--- config.mk ---
export PLATFORM = sky130hd
export DESIGN_NAME = recovery_checkpoint_ctrl
export DESIGN_NICKNAME = d
export VERILOG_FILES = /design/src/rtl/recovery_checkpoint_ctrl.sv
export SDC_FILE = /design/constraint.sdc
export NUM_CORES = 1
export LEC_CHECK = 0
export CAP_MARGIN = 40
export CORE_AREA = 8 8 91 93
export CTS_BUF_LIST = sky130_fd_sc_hd__clkbuf_4 sky130_fd_sc_hd__clkbuf_8
export CTS_CLUSTER_DIAMETER = 200
export DETAILED_ROUTE_END_ITERATION = 8
export DIE_AREA = 0 0 99 101
export DONT_BUFFER_PORTS = 1
export PLACE_DENSITY = 0.68
export SYNTH_ARGS = -nofsm -noshare
export SYNTH_HDL_FRONTEND = slang
export SYNTH_SLANG_ARGS = --single-unit
--- constraint.sdc ---
create_clock -name clk -period 2.25 [get_ports clk]
set_input_delay 0.3375 -clock clk [delete_from_list [all_inputs] [get_ports clk]]
set_output_delay 0.3375 -clock clk [all_outputs]
set_load 0.02 [all_outputs]
--- src/rtl/recovery_checkpoint_ctrl.sv ---
// Checkpoint/rollback sequencer between the voted core register file and the
// recovery register file of the TMR core; stalls the pipeline while active.
module recovery_checkpoint_ctrl #(
  parameter int NREG = 32,
  parameter int DW   = 32,
  parameter int CNTW = 8
) (
  input  logic            clk,
  input  logic            rst_in,
  input  logic            ckpt_req,
  input  logic            err_req,
  input  logic [DW-1:0]   ckpt_pc,
  output logic [4:0]      core_rd_addr,
  input  logic [DW-1:0]   core_rd_data,
  output logic            rr_we,
  output logic [31:0]     rr_addr,
  output logic [DW-1:0]   rr_wd,
  input  logic [DW-1:0]   rr_rd,
  output logic            core_we,
  output logic [4:0]      core_wr_addr,
  output logic [DW-1:0]   core_wd,
  output logic            stall,
  output logic            ckpt_done,
  output logic            restore_done,
  output logic [DW-1:0]   restore_pc,
  output logic            ckpt_valid,
  output logic            err_unrecov,
  output logic [CNTW-1:0] err_cnt
);
  typedef enum logic [1:0] {IDLE = 2'd0, SAVE = 2'd1, RESTORE = 2'd2, DONE = 2'd3} state_t;

  localparam logic [4:0] LAST_IDX = 5'(NREG - 1);

  state_t        state, state_nx;
  logic [4:0]    idx, idx_nx;
  logic          kind_rst, kind_rst_nx;  // DONE follows a restore rather than a save
  logic [DW-1:0] pc_q;
  logic          accept_ckpt, set_valid, set_unrecov, inc_cnt;

  // sequencer state register
  always_ff @(posedge clk) begin
    if (rst_in) begin
      state    <= IDLE;
      idx      <= 5'd0;
      kind_rst <= 1'b0;
    end else begin
      state    <= state_nx;
      idx      <= idx_nx;
      kind_rst <= kind_rst_nx;
    end
  end

  // checkpoint bookkeeping: saved PC, validity, sticky error, restore count
  always_ff @(posedge clk) begin
    if (rst_in) begin
      pc_q        <= '0;
      ckpt_valid  <= 1'b0;
      err_unrecov <= 1'b0;
      err_cnt     <= '0;
    end else begin
      if (accept_ckpt) begin
        pc_q       <= ckpt_pc;
        ckpt_valid <= 1'b0;
      end else if (set_valid) begin
        ckpt_valid <= 1'b1;
      end
      if (set_unrecov) err_unrecov <= 1'b1;
      if (inc_cnt && (err_cnt != {CNTW{1'b1}})) err_cnt <= err_cnt + CNTW'(1);
    end
  end

  assign restore_pc = pc_q;
  assign stall      = (state != IDLE);

  // next-state and per-state datapath steering
  always_comb begin
    state_nx     = state;
    idx_nx       = idx;
    kind_rst_nx  = kind_rst;
    accept_ckpt  = 1'b0;
    set_valid    = 1'b0;
    set_unrecov  = 1'b0;
    inc_cnt      = 1'b0;
    core_rd_addr = 5'd0;
    rr_we        = 1'b0;
    rr_addr      = 32'd0;
    rr_wd        = '0;
    core_we      = 1'b0;
    core_wr_addr = 5'd0;
    core_wd      = '0;
    ckpt_done    = 1'b0;
    restore_done = 1'b0;
    case (state)
      IDLE: begin
        if (err_req) begin
          if (ckpt_valid) begin
            state_nx    = RESTORE;
            idx_nx      = 5'd0;
            kind_rst_nx = 1'b1;
          end else begin
            set_unrecov = 1'b1;
          end
        end else if (ckpt_req) begin
          accept_ckpt = 1'b1;
          state_nx    = SAVE;
          idx_nx      = 5'd0;
          kind_rst_nx = 1'b0;
        end else begin
          state_nx = IDLE;
        end
      end
      SAVE: begin
        core_rd_addr = idx;
        rr_addr      = {27'd0, idx};
        rr_wd        = core_rd_data;
        // an error mid-save leaves a torn checkpoint that must never be replayed
        if (err_req) begin
          set_unrecov = 1'b1;
          state_nx    = IDLE;
          idx_nx      = 5'd0;
        end else begin
          rr_we = 1'b1;
          if (idx == LAST_IDX) begin
            set_valid = 1'b1;
            state_nx  = DONE;
            idx_nx    = 5'd0;
          end else begin
            idx_nx = idx + 5'd1;
          end
        end
      end
      RESTORE: begin
        rr_addr      = {27'd0, idx};
        core_wr_addr = idx;
        core_wd      = rr_rd;
        core_we      = (idx != 5'd0);
        if (idx == LAST_IDX) begin
          inc_cnt  = 1'b1;
          state_nx = DONE;
          idx_nx   = 5'd0;
        end else begin
          idx_nx = idx + 5'd1;
        end
      end
      DONE: begin
        ckpt_done    = ~kind_rst;
        restore_done = kind_rst;
        state_nx     = IDLE;
      end
      default: begin
        state_nx = IDLE;
        idx_nx   = 5'd0;
      end
    endcase
  end

endmodule

== Yosys cells after proc, flatten, opt, wreduce, memory -nomap -nowiden ==
Cells that the tools add are included.
Word-level totals
  latch bits: 0
  logic and storage cells: 64
  memories kept: 0
  output and inout bits: 153
  memory bits (read-only): 0
  bits in writable memories: 0
  register bits after elaboration: 50
Cells by class
  magnitude comparators: 0
  mux-type cells: 36
  multiply operators: 0
  add/subtract/negate cells: 2
  shift operators: 0
  div/mod/pow operators: 0
  equal/unequal tests: 8
  bitwise gates (word level): 1
  reductions and logical operators: 10
Operators with widths (count)
  two-way mux 32 bit: 2
  two-way mux 5 bit: 8
  two-way mux 1 bit: 19
  one-hot mux 5 bit (3 select lines): 1
  adder 8 x 1 -> 8 bit (second input constant): 1
  two-way mux 2 bit: 4
  != test 8 bit (second input constant): 1
  one-hot mux 2 bit (4 select lines): 1
  != test 3 bit (second input constant): 2
  AND reduction 3 bit: 2
  adder 5 x 1 -> 5 bit (second input constant): 1
  == test 5 bit (second input constant): 1
  nonzero test 5 bit: 1
  == test 2 bit (second input constant): 2
  nonzero test 2 bit: 2
  OR reduction 2 bit: 2
  nonzero test 3 bit: 1
  == test 2 x 1 -> 1 bit (second input constant): 1
  logical NOT 2 bit: 1
  != test 2 x 1 -> 1 bit (second input constant): 1
  one-hot mux 1 bit (2 select lines): 1
  logical AND 1 bit: 1
  NOT 1 bit: 1

== Logic depth before layout (Yosys ltp) ==
Gate-level depths: netlist (run 1).
  depth after elaboration: 4
  mapped depth: 8
  depth with buffers taken out: 7

== Worst setup path before layout (run 1) ==
Ideal clock, no wire load.
  kind: flip-flop to flip-flop
  from: reg idx[0]
  to: reg err_cnt[5]
  data arrival time: 1812 ps
  required time: 2127 ps
  setup time: 123 ps
  cell stages (with the launch flop): 8
  buffers on the path: 0
  path slack: 315 ps
  cells stage by stage: dfxtp_1 -> ha_1 -> and3_1 -> ha_1 -> nand2_4 -> a211oi_4 -> and3_1 -> mux2_1
Between the ends
  word-level cells in the longest chain between the ends: 4
RTL lines
  start: declaration: RTL line 35  | logic [4:0] idx, idx_nx;
  start signal: assignment: RTL line 48  | idx <= idx_nx;
  == test 5 bit: RTL line 137  | if (idx == LAST_IDX) begin
  two-way mux 1 bit: RTL line 137
  two-way mux 1 bit: RTL line 93  | case (state)
  logical AND 1 bit: RTL line 68  | if (inc_cnt && (err_cnt != {CNTW{1'b1}})) err_cnt <= err_cnt + CNTW'(1);
  end signal: assignment: RTL line 68
  end: declaration: RTL line 28  | output logic [CNTW-1:0] err_cnt
Every way passes these cells.
A chain may end at the register's enable or synchronous reset.

== Worst setup path after layout (run 1) ==
  from: reg idx[1]
  to: reg err_cnt[5]
The elaborated chain is that of the path after synthesis.

==> impl_metrics.json, run 1 <==
{
  "start_kind": "register",
  "layout.cells.non_filler": 451,
  "peakVddDrop_mv": 0.370,
  "finalCritPeriodShare_pct": 92.6,
  "nets": 477,
  "tritoncts": "done",
  "ant_nets": 0,
  "hold_depth": 1,
  "fin_setup_tns_ps": 0,
  "worstSetupEndpointType": "register",
  "dp_hpwl_mm": 7.21,
  "fmax_mhz": 480,
  "hold_viol": 0,
  "met1_length_mm": 3.33,
  "rsz0062_at_grt": "false",
  "grt_max_degree": 51,
  "antenna_found_initial": 0,
  "p_leak_nw": 1.20,
  "clk_pin_slew_ps": 90,
  "fillers": 690,
  "wirelength_mm": 8.87,
  "grt_pass1_wl_mm": 13.0,
  "clock_latency_ps": 290,
  "syn_avg_cell_area_um2": 7.62,
  "synth_top_area_share_pct": 34.8,
  "fin_skew_ps": 4.48,
  "die_h_um": 101,
  "maxSlewViolCount": 0,
  "synth.area.top_cells": "dfxtp_1 (35%), and2_1 (17%), nand2_1 (9.6%)",
  "dr.first_iter.drc_count": 70,
  "vias": 2328,
  "cts_sinks": 50,
  "crit_type": "register to register",
  "hold_class": "input port to register",
  "core_area_um2": 6940,
  "min_period_ps": 2080,
  "final_core_util_pct": 42.1,
  "status": "finished, final reports clean",
  "finalSetupViolations": 0,
  "cap_violations": 0,
  "clockBufferDepth": 2,
  "layout-drive-gt1-share_pct": 6.23,
  "rrSetupSlack_ps": 170,
  "place_area_um2": 2830,
  "regToRegEndpoint": "err_cnt[5]$_SDFFE_PP0P_",
  "drc": 0,
  "dp_cells": 443,
  "min_to": "idx[1]$_SDFFE_PP0P_",
  "hp-start": "rst_in",
  "synth_top_cell_by_area": "dfxtp_1",
  "arrival_ps": 2280,
  "h-tree-depth": 2,
  "grt-ovfl-total": 0,
  "numCtsBuffers": 5,
  "viasPerCell": 5.16,
  "crit_fanout": 6,
  "top_layer": "met4",
  "first_global_vias": 2238,
  "globalplace.congestion": 0.859,
  "fin_area_um2": 2920,
  "wl_met3_mm": 1.17,
  "layout_common_cells": "and2_1 (78), nand2_1 (74), dfxtp_1 (50), a21oi_1 (40), conb_1 (27)",
  "netlist_area_um2": 2880,
  "wl_per_cell_um": 19.7,
  "powerDensity_nw_per_um2": 666,
  "synth_seq_cells": 50,
  "clock-root-buffer": "clkbuf_8",
  "initial_core_util_pct": 41.5,
  "ios": 253,
  "port_buffers": 0,
  "drt_pre_antenna_iters": 4,
  "dr_wl_met2_mm": 4.30,
  "worstPathRequired_ps": 2440,
  "grt_usage_pct": 16.2,
  "synth.distinct_cells": 41,
  "ys_warn_count": 0,
  "yosysSeqAreaShare_pct": 34.8,
  "area_delta_synth_final_pct": 1.52,
  "rows": 31,
  "layout_commonest_cell": "and2_1",
  "regToRegStartpoint": "idx[1]$_SDFFE_PP0P_",
  "dieArea_um2": 10000,
  "antenna_cells": 0,
  "die_x_um": 99,
  "syn_inst": 378,
  "ff2ff_path_depth": 7
}
## state kept, by name (all words and copies together), names as in the netlist
register / count
idx: 5
kind_rst: 1
err_cnt: 8
ckpt_valid: 1
err_unrecov: 1
state: 2
restore_pc: 32
## layer usage
metal / vias up / global-route usage, %
li1: 1139 / -
met1: 1041 / 16.8
met2: 142 / 27.3
met3: 6 / 9.46
met4: 0 / 4.01
met5: - / 0
## what timing repair did
action / 4_1_cts / 5_1_grt
resized for setup: 0 / 1
hold buffers: 0 / 0
setup endpoints to repair: 0 / 1
buffers inserted: 0 / 0
## through the flow
stage          setup slack [ps]  power, mW  hold slack, ps
6_report                    167       1.95             114
5_1_grt                    34.4       2.06            70.5
4_1_cts                     118       1.98            90.8
3_5_place_dp                134       1.44             420
3_3_place_gp                211       1.43             417
2_1_floorplan               315       1.42             474
## layout make-up
class | instances | area [µm²] | share of cell area, %
timing repair buffer | 6 | 45.0 | 1.54
inverter | 9 | 33.8 | 1.16
tap | 82 | 103 | 3.51
clock inverter | 2 | 13.8 | 0.471
multi-input combinational | 296 | 1650 | 56.5
clock buffer | 6 | 76.3 | 2.61
sequential | 50 | 1000 | 34.2
## logic make-up (layout without fill, tap and decap cells)
kind of cell / count (synthesis) / after routing / synth area share, %
mux: 3 / 3 / 1.09
other cells: 1 / 27 / 0.130
simple gates: 189 / 189 / 33.6
xor+xnor: 3 / 3 / 0.913
buf+inv: 58 / 23 / 11.5
flops: 50 / 50 / 34.8
fa+ha+maj: 9 / 9 / 3.91
compound gates: 65 / 65 / 14.2
## cells in the mapped netlist
| cell | number |
|---|---|
| a2111oi_2 | 1 |
| a211oi_4 | 1 |
| a21boi_0 | 1 |
| a21o_1 | 3 |
| a21oi_1 | 40 |
| a21oi_2 | 1 |
| a221oi_1 | 2 |
| a22oi_1 | 1 |
| a31o_2 | 1 |
| a32o_1 | 2 |
| and2_1 | 78 |
| and3_1 | 3 |
| and4_4 | 1 |
| buf_2 | 8 |
| buf_4 | 27 |
| clkbuf_1 | 13 |
| clkbuf_2 | 1 |
| conb_1 | 1 |
| dfxtp_1 | 50 |
| ha_1 | 9 |
| inv_1 | 9 |
| mux2_1 | 1 |
| mux2i_1 | 2 |
| nand2_1 | 74 |
| nand2_4 | 1 |
| nand2b_1 | 1 |
| nand3_1 | 5 |
| nor2_1 | 15 |
| nor2b_1 | 3 |
| nor2b_2 | 1 |
| nor3_1 | 3 |
| nor3b_1 | 2 |
| o211ai_1 | 1 |
| o21a_1 | 3 |
| o21ai_0 | 5 |
| o21ai_1 | 1 |
| o41a_1 | 1 |
| o41ai_1 | 1 |
| or2_1 | 1 |
| or4_1 | 1 |
| xnor2_1 | 3 |
## power by group
| part | internal, mW | switching, mW | total (mW) |
|---|---|---|---|
| clock | 0.232 | 0.297 | 0.530 |
| combinational | 0.100 | 0.316 | 0.416 |
| sequential | 0.926 | 0.0761 | 1.00 |
## how the worst max path moves through the flow
| stage | start | end | slack (ps) |
|---|---|---|---|
| floorplan | idx[0]$_SDFFE_PP0P_ | err_cnt[5]$_SDFFE_PP0P_ | 310 |
| global placement | idx[1]$_SDFFE_PP0P_ | err_cnt[5]$_SDFFE_PP0P_ | 210 |
| detailed placement | idx[1]$_SDFFE_PP0P_ | err_cnt[5]$_SDFFE_PP0P_ | 130 |
| CTS | idx[1]$_SDFFE_PP0P_ | err_cnt[5]$_SDFFE_PP0P_ | 120 |
| global route | idx[1]$_SDFFE_PP0P_ | err_cnt[5]$_SDFFE_PP0P_ | 30 |
| finish | idx[1]$_SDFFE_PP0P_ | err_cnt[5]$_SDFFE_PP0P_ | 170 |
## worst max-delay path: stages, from the launching register on
cell	delay, ps
dfxtp_1	420
ha_1	210
and3_1	200
ha_2	260
nand2_4	100
a211oi_4	280
and3_1	200
mux2_1	310
Power figures use the tool's default switching activity.
==> inputs of run 2 (changes only) <==
--- a/config.mk
+++ b/config.mk
@@ -5,7 +5,7 @@
 export SDC_FILE = /design/constraint.sdc
 export NUM_CORES = 1
 export LEC_CHECK = 0
-export CAP_MARGIN = 40
+export CAP_MARGIN = 30
 export CORE_AREA = 8 8 91 93
 export CTS_BUF_LIST = sky130_fd_sc_hd__clkbuf_4 sky130_fd_sc_hd__clkbuf_8
 export CTS_CLUSTER_DIAMETER = 200
@@ -13,6 +13,7 @@
 export DIE_AREA = 0 0 99 101
 export DONT_BUFFER_PORTS = 1
 export PLACE_DENSITY = 0.68
+export SETUP_SLACK_MARGIN = 0.2
 export SYNTH_ARGS = -nofsm -noshare
 export SYNTH_HDL_FRONTEND = slang
 export SYNTH_SLANG_ARGS = --single-unit
==> run 2 against run 1 <==
Net effect: hold slack lost 6.6 ps; power grew 0.13%; largest power group unchanged; flip-flop and latch count is the same.
==> impl_metrics.json, run 2 (same netlist as run 1, synthesis figures left out) <==
{
  "worstSetupEndpointType": "primary output",
  "p_leak_nw": 1.20,
  "antenna_found_initial": 0,
  "numCtsBuffers": 5,
  "crit_type": "register to primary output",
  "dp_cells": 443,
  "grt_max_degree": 51,
  "area_delta_synth_final_pct": 2.13,
  "crit_fanout": 42,
  "finalSetupViolations": 0,
  "rows": 31,
  "globalplace.congestion": 0.859,
  "comb_power_share_pct": 21.5,
  "drt_pre_antenna_iters": 4,
  "seqPwrFrac_pct": 51.4,
  "vias": 2330,
  "initial_core_util_pct": 41.5,
  "maxSlewViolCount": 0,
  "die_x_um": 99,
  "core_area_um2": 6940,
  "fin_setup_tns_ps": 0,
  "drc": 0,
  "swShare_pct": 35.4,
  "grt-ovfl-total": 0,
  "top_usage_layer": "met2",
  "fmax_mhz": 516,
  "clock_latency_ps": 300,
  "layout-drive-gt1-share_pct": 7.05,
  "nets": 477,
  "clock-root-buffer": "clkbuf_8",
  "pre_cts_ws_ps": 134,
  "hold_viol": 0,
  "ios": 253,
  "dp_hpwl_mm": 7.21,
  "h-tree-depth": 2,
  "ant_nets": 0,
  "fin_skew_ps": 4.33,
  "cts_sinks": 50,
  "cts_hold_buffers": 0,
  "use_met2_pct": 27.3,
  "layout_common_cells": "and2_1 (77), nand2_1 (74), dfxtp_1 (48), a21oi_1 (40), conb_1 (27)",
  "worstPathRequired_ps": 1910,
  "wl_per_cell_um": 19.7,
  "finalWorstSetupSlack_ps": 313,
  "place_area_um2": 2830,
  "powerDensity_nw_per_um2": 663,
  "p_switching_mw": 0.690,
  "status": "finished, final reports clean",
  "clk_pin_slew_ps": 90,
  "slowest_delay_ps": 340,
  "timing.hold.ws_ps": 108,
  "port_buffers": 0,
  "tritoncts": "done",
  "peakVddDrop_mv": 0.370,
  "largest_reg_flops": 32,
  "clkPwrFrac_pct": 27.1,
  "dr.first_iter.drc_count": 65,
  "grt_usage_pct": 16.2,
  "hold_class": "input port to register",
  "use_met1_pct": 16.8,
  "min_period_ps": 1940,
  "cpMaxStageDelayCell": "dfxtp_1",
  "cap_violations": 0,
  "rsz0062_at_grt": "true",
  "arrival_ps": 1600,
  "grt_pass1_wl_mm": 13.0,
  "layout_commonest_cell": "and2_1",
  "viasPerCell": 5.17,
  "layout.cells.non_filler": 451,
  "p_int_mw": 1.26,
  "die_h_um": 101,
  "wirelength_mm": 8.88,
  "gr-usage-met3_pct": 9.46,
  "start_kind": "register",
  "antenna_cells": 0,
  "finalCritPeriodShare_pct": 86.1,
  "clockBufferDepth": 2,
  "dieArea_um2": 10000,
  "fin_area_um2": 2940,
  "crit_chain": "inv_1 -> ha_1 -> buf_6 -> o41a_1",
  "post-cts-setup-buffers": 0,
  "first_global_vias": 2238
}
-- run 2: per-layer routing --
layer | wire (µm) | up-vias
met5 | 0 | -
met4 | 68 | 0
met3 | 1160 | 6
met2 | 4280 | 137
met1 | 3380 | 1046
li1 | - | 1141
-- run 2: final cells by class --
cell class	count	area, µm²
clock buffer	6	76.3
clock inverter	2	13.8
fill	687	4000
inverter	9	33.8
multi-input combinational	296	1660
sequential	50	1000
tap	82	103
timing repair buffer	6	48.8
-- run 2: path summary, 6_finish.rpt --
kind                         startpoint                      end  slack [ps]  depth (start not counted)
setup / recovery  state[0]$_SDFFE_PP0N_                  core_we         310                          4
hold / removal                   rst_in      idx[1]$_SDFFE_PP0P_         110                          1
setup reg to reg    idx[1]$_SDFFE_PP0P_  err_cnt[5]$_SDFFE_PP0P_         330                          7
hold reg to reg     idx[1]$_SDFFE_PP0P_      idx[1]$_SDFFE_PP0P_         490                          2
-- run 2: per-stage QoR --
step	utilization (%)	total power, mW
after floorplan	-	1.42
after global placement	40.8	1.43
after detailed placement	40.8	1.44
after CTS	42.1	1.98
after global routing	42.4	2.06
final	42.4	1.95
-- run 2: power by group through the flow --
| stage | clock, mW | combinational [mW] | sequential [mW] |
|---|---|---|---|
| after floorplan | 0 | 0.406 | 1.01 |
| after global placement | 0 | 0.411 | 1.02 |
| after detailed placement | 0 | 0.417 | 1.02 |
| after CTS | 0.558 | 0.418 | 1.00 |
| after global routing | 0.599 | 0.455 | 1.01 |
| final | 0.529 | 0.419 | 1.00 |
-- run 2: critical path, delay by kind of cell (launching register included) --
kind	cells	cell delay, ps
buffers and inverters	2	370
DFF	1	340
AOI/OAI and AO/OA	1	330
adders and majority gates	1	260
-- run 2: repair_timing --
action | 4_1_cts | 5_1_grt
gates resized for setup | 3 | 3
endpoints found under the setup margin | 1 | 39
pin swaps | 0 | 1
==> patch (settings of run 2) <==
Encoding of `state_t`: now Gray code (2 bits for 4 states).
--- a/src/rtl/recovery_checkpoint_ctrl.sv
+++ b/src/rtl/recovery_checkpoint_ctrl.sv
@@ -29,3 +29,3 @@
 );
-  typedef enum logic [1:0] {IDLE = 2'd0, SAVE = 2'd1, RESTORE = 2'd2, DONE = 2'd3} state_t;
+  typedef enum logic [1:0] {IDLE = 2'b00, SAVE = 2'b01, RESTORE = 2'b11, DONE = 2'b10} state_t;
 
Formal check against the unedited RTL: no difference found for any inputs over 10 cycles, from zero or initial values and one cycle with rst_in high; not proved beyond that.
==> patch against run 2 <==
  * Non-clock buffer count rose by 20
  * Sequential cell count did not move
  * Cell area rose by 0.94%
  * Setup slack improved by 0.016 ns
  * Wire length rose by 7.7%
  * Total power fell by 5.3%
  * Clock power fell by 5.5%
  * First-iteration DRC count rose by 130%
  * Synthesized cell count fell by 0.53%
  * Synthesized area fell by 2.4%
==> patch: results (changes against run 2) <==
cts:
  clkLatencyLatePin_ns: 0.29
  cts_setup_buffers: 0  # unchanged
logic_synthesis:
  synthTopCellsByCount: "75 x nand2_1, 50 x dfxtp_1, 42 x a21oi_1"
  ys_top_cells_by_area: "dfxtp_1 36%, nand2_1 10%, buf_4 8.0%"
  yosysWarnings: 0  # unchanged
  yosysUniqueCellTypes: 42  # +2.4%
  ys_seq_area_frac: 0.356  # +0.00851
  syn_inst: 376  # -0.53%
global_route:
  grt_pass1_wl_mm: 14.0  # +7.9%
  grt_max_degree: 50  # -2.0%
  grt_use_total: 0.177  # +0.0154
  grt_pass1_vias: 2439  # +9.0%
cells_and_area:
  fillerInstances: 679  # -1.2%
  largest_reg_flops: 32  # unchanged
  fin_nets: 487  # +2.1%
  final_common_cell: "nand2_1"
  final_layout_size_suffix_gt1_frac: 0.120  # +0.0500
pwr:
  irDropWorstVdd_mv: 0.274  # -26%
  leakage_nw: 1.34  # +11%
  p_sw_mw: 0.613  # -11%
detailed_routing:
  vias: 2485  # +6.7%
  first_pass_iters: 4  # unchanged
  wl_per_cell_um: 20.6  # +4.7%
  drtIter0Drc: 152  # +130%
  wl_mm: 9.57  # +7.7%
placed_design:
  placedCellCount: 457  # +3.2%
  numPortBuffers: 0  # unchanged
  preCtsSetupSlack_ns: 0.274  # +0.140 ns
  place_area_um2: 2860  # +1.1%
  dp_hpwl_mm: 7.97  # +11%
  gp_congestion: 0.965  # +12%
sta:
  finClkSkew_ns: 0.00973  # +0.00540 ns
  holdWs_ns: 0.104  # -0.00345 ns
worst_setup_path:
  r2r-end: "err_cnt[7]"
  critical-path-top-delay-family: "simple AND/OR/NAND/NOR gates"
  cp_slowest_cell: "or4_1"
  timing.rr.start: "idx[0]"
  slowest_delay_ns: 0.47  # +0.13 ns
  critPathArrivalTime_ns: 2.16  # +0.56 ns
  path_max_fanout: 10  # -76%
worst_hold_path:
  holdCritPathClass: "primary input to flop"
  min_to: "restore_pc[15]"
run_status:
  status: "completed"
patch: repair_timing:
action                                  CTS  global route
gates resized for setup                   0             9
endpoints found under the setup margin    0            21
endpoints found under the hold margin     0             0
hold buffers                              0             0
patch: cells by family (layout without fill, tap and decap cells):
family,after synthesis,count (layout),synth area share
compound gates,58,58,0.118
simple gates,195,195,0.351
xor+xnor,2,2,0.00623
other cells,1,27,0.00133
flops,50,50,0.356
fa+ha+maj,5,5,0.0223
mux,3,3,0.0111
buf+inv,62,42,0.134
patch: power by group through the flow:
| stage | Sequential [mW] | Clock [mW] | Combinational (mW) |
|---|---|---|---|
| after floorplan | 1.00 | 0 | 0.335 |
| after CTS | 0.993 | 0.521 | 0.351 |
| final | 0.994 | 0.500 | 0.352 |
| after detailed placement | 1.01 | 0 | 0.350 |
| after global routing | 1.00 | 0.568 | 0.380 |
| after global placement | 1.01 | 0 | 0.346 |
patch: how the worst max path moves through the flow:
stage          startpoint            to  slack, ns  cells after the start
2_1_floorplan      idx[0]    err_cnt[7]       0.40                      7
3_3_place_gp       idx[0]    err_cnt[7]       0.30                      7
3_5_place_dp       idx[0]    err_cnt[7]       0.27                      7
4_1_cts          state[1]  restore_done       0.23                      3
5_1_grt            idx[0]    err_cnt[7]       0.21                      7
6_report           idx[0]    err_cnt[7]       0.33                      7
patch: area by class of cell:
class	count	area, um2	share of cell area
repair buffers	26	199	0.0670
inverters	9	37.5	0.0126
clock inverters	2	13.8	0.00464
clock buffers	5	68.8	0.0232
well taps	82	103	0.0346
flip-flops and latches	50	1010	0.340
multi-input cells	290	1540	0.518
patch: layer usage:
layer	routed length, um	global-route usage	vias up	part of all wire
li1	-	-	1189	-
met1	3240	0.166	1131	0.34
met2	5110	0.340	155	0.53
met3	1010	0.0698	10	0.11
met4	219	0.0614	0	0.023
met5	0	0	-	0
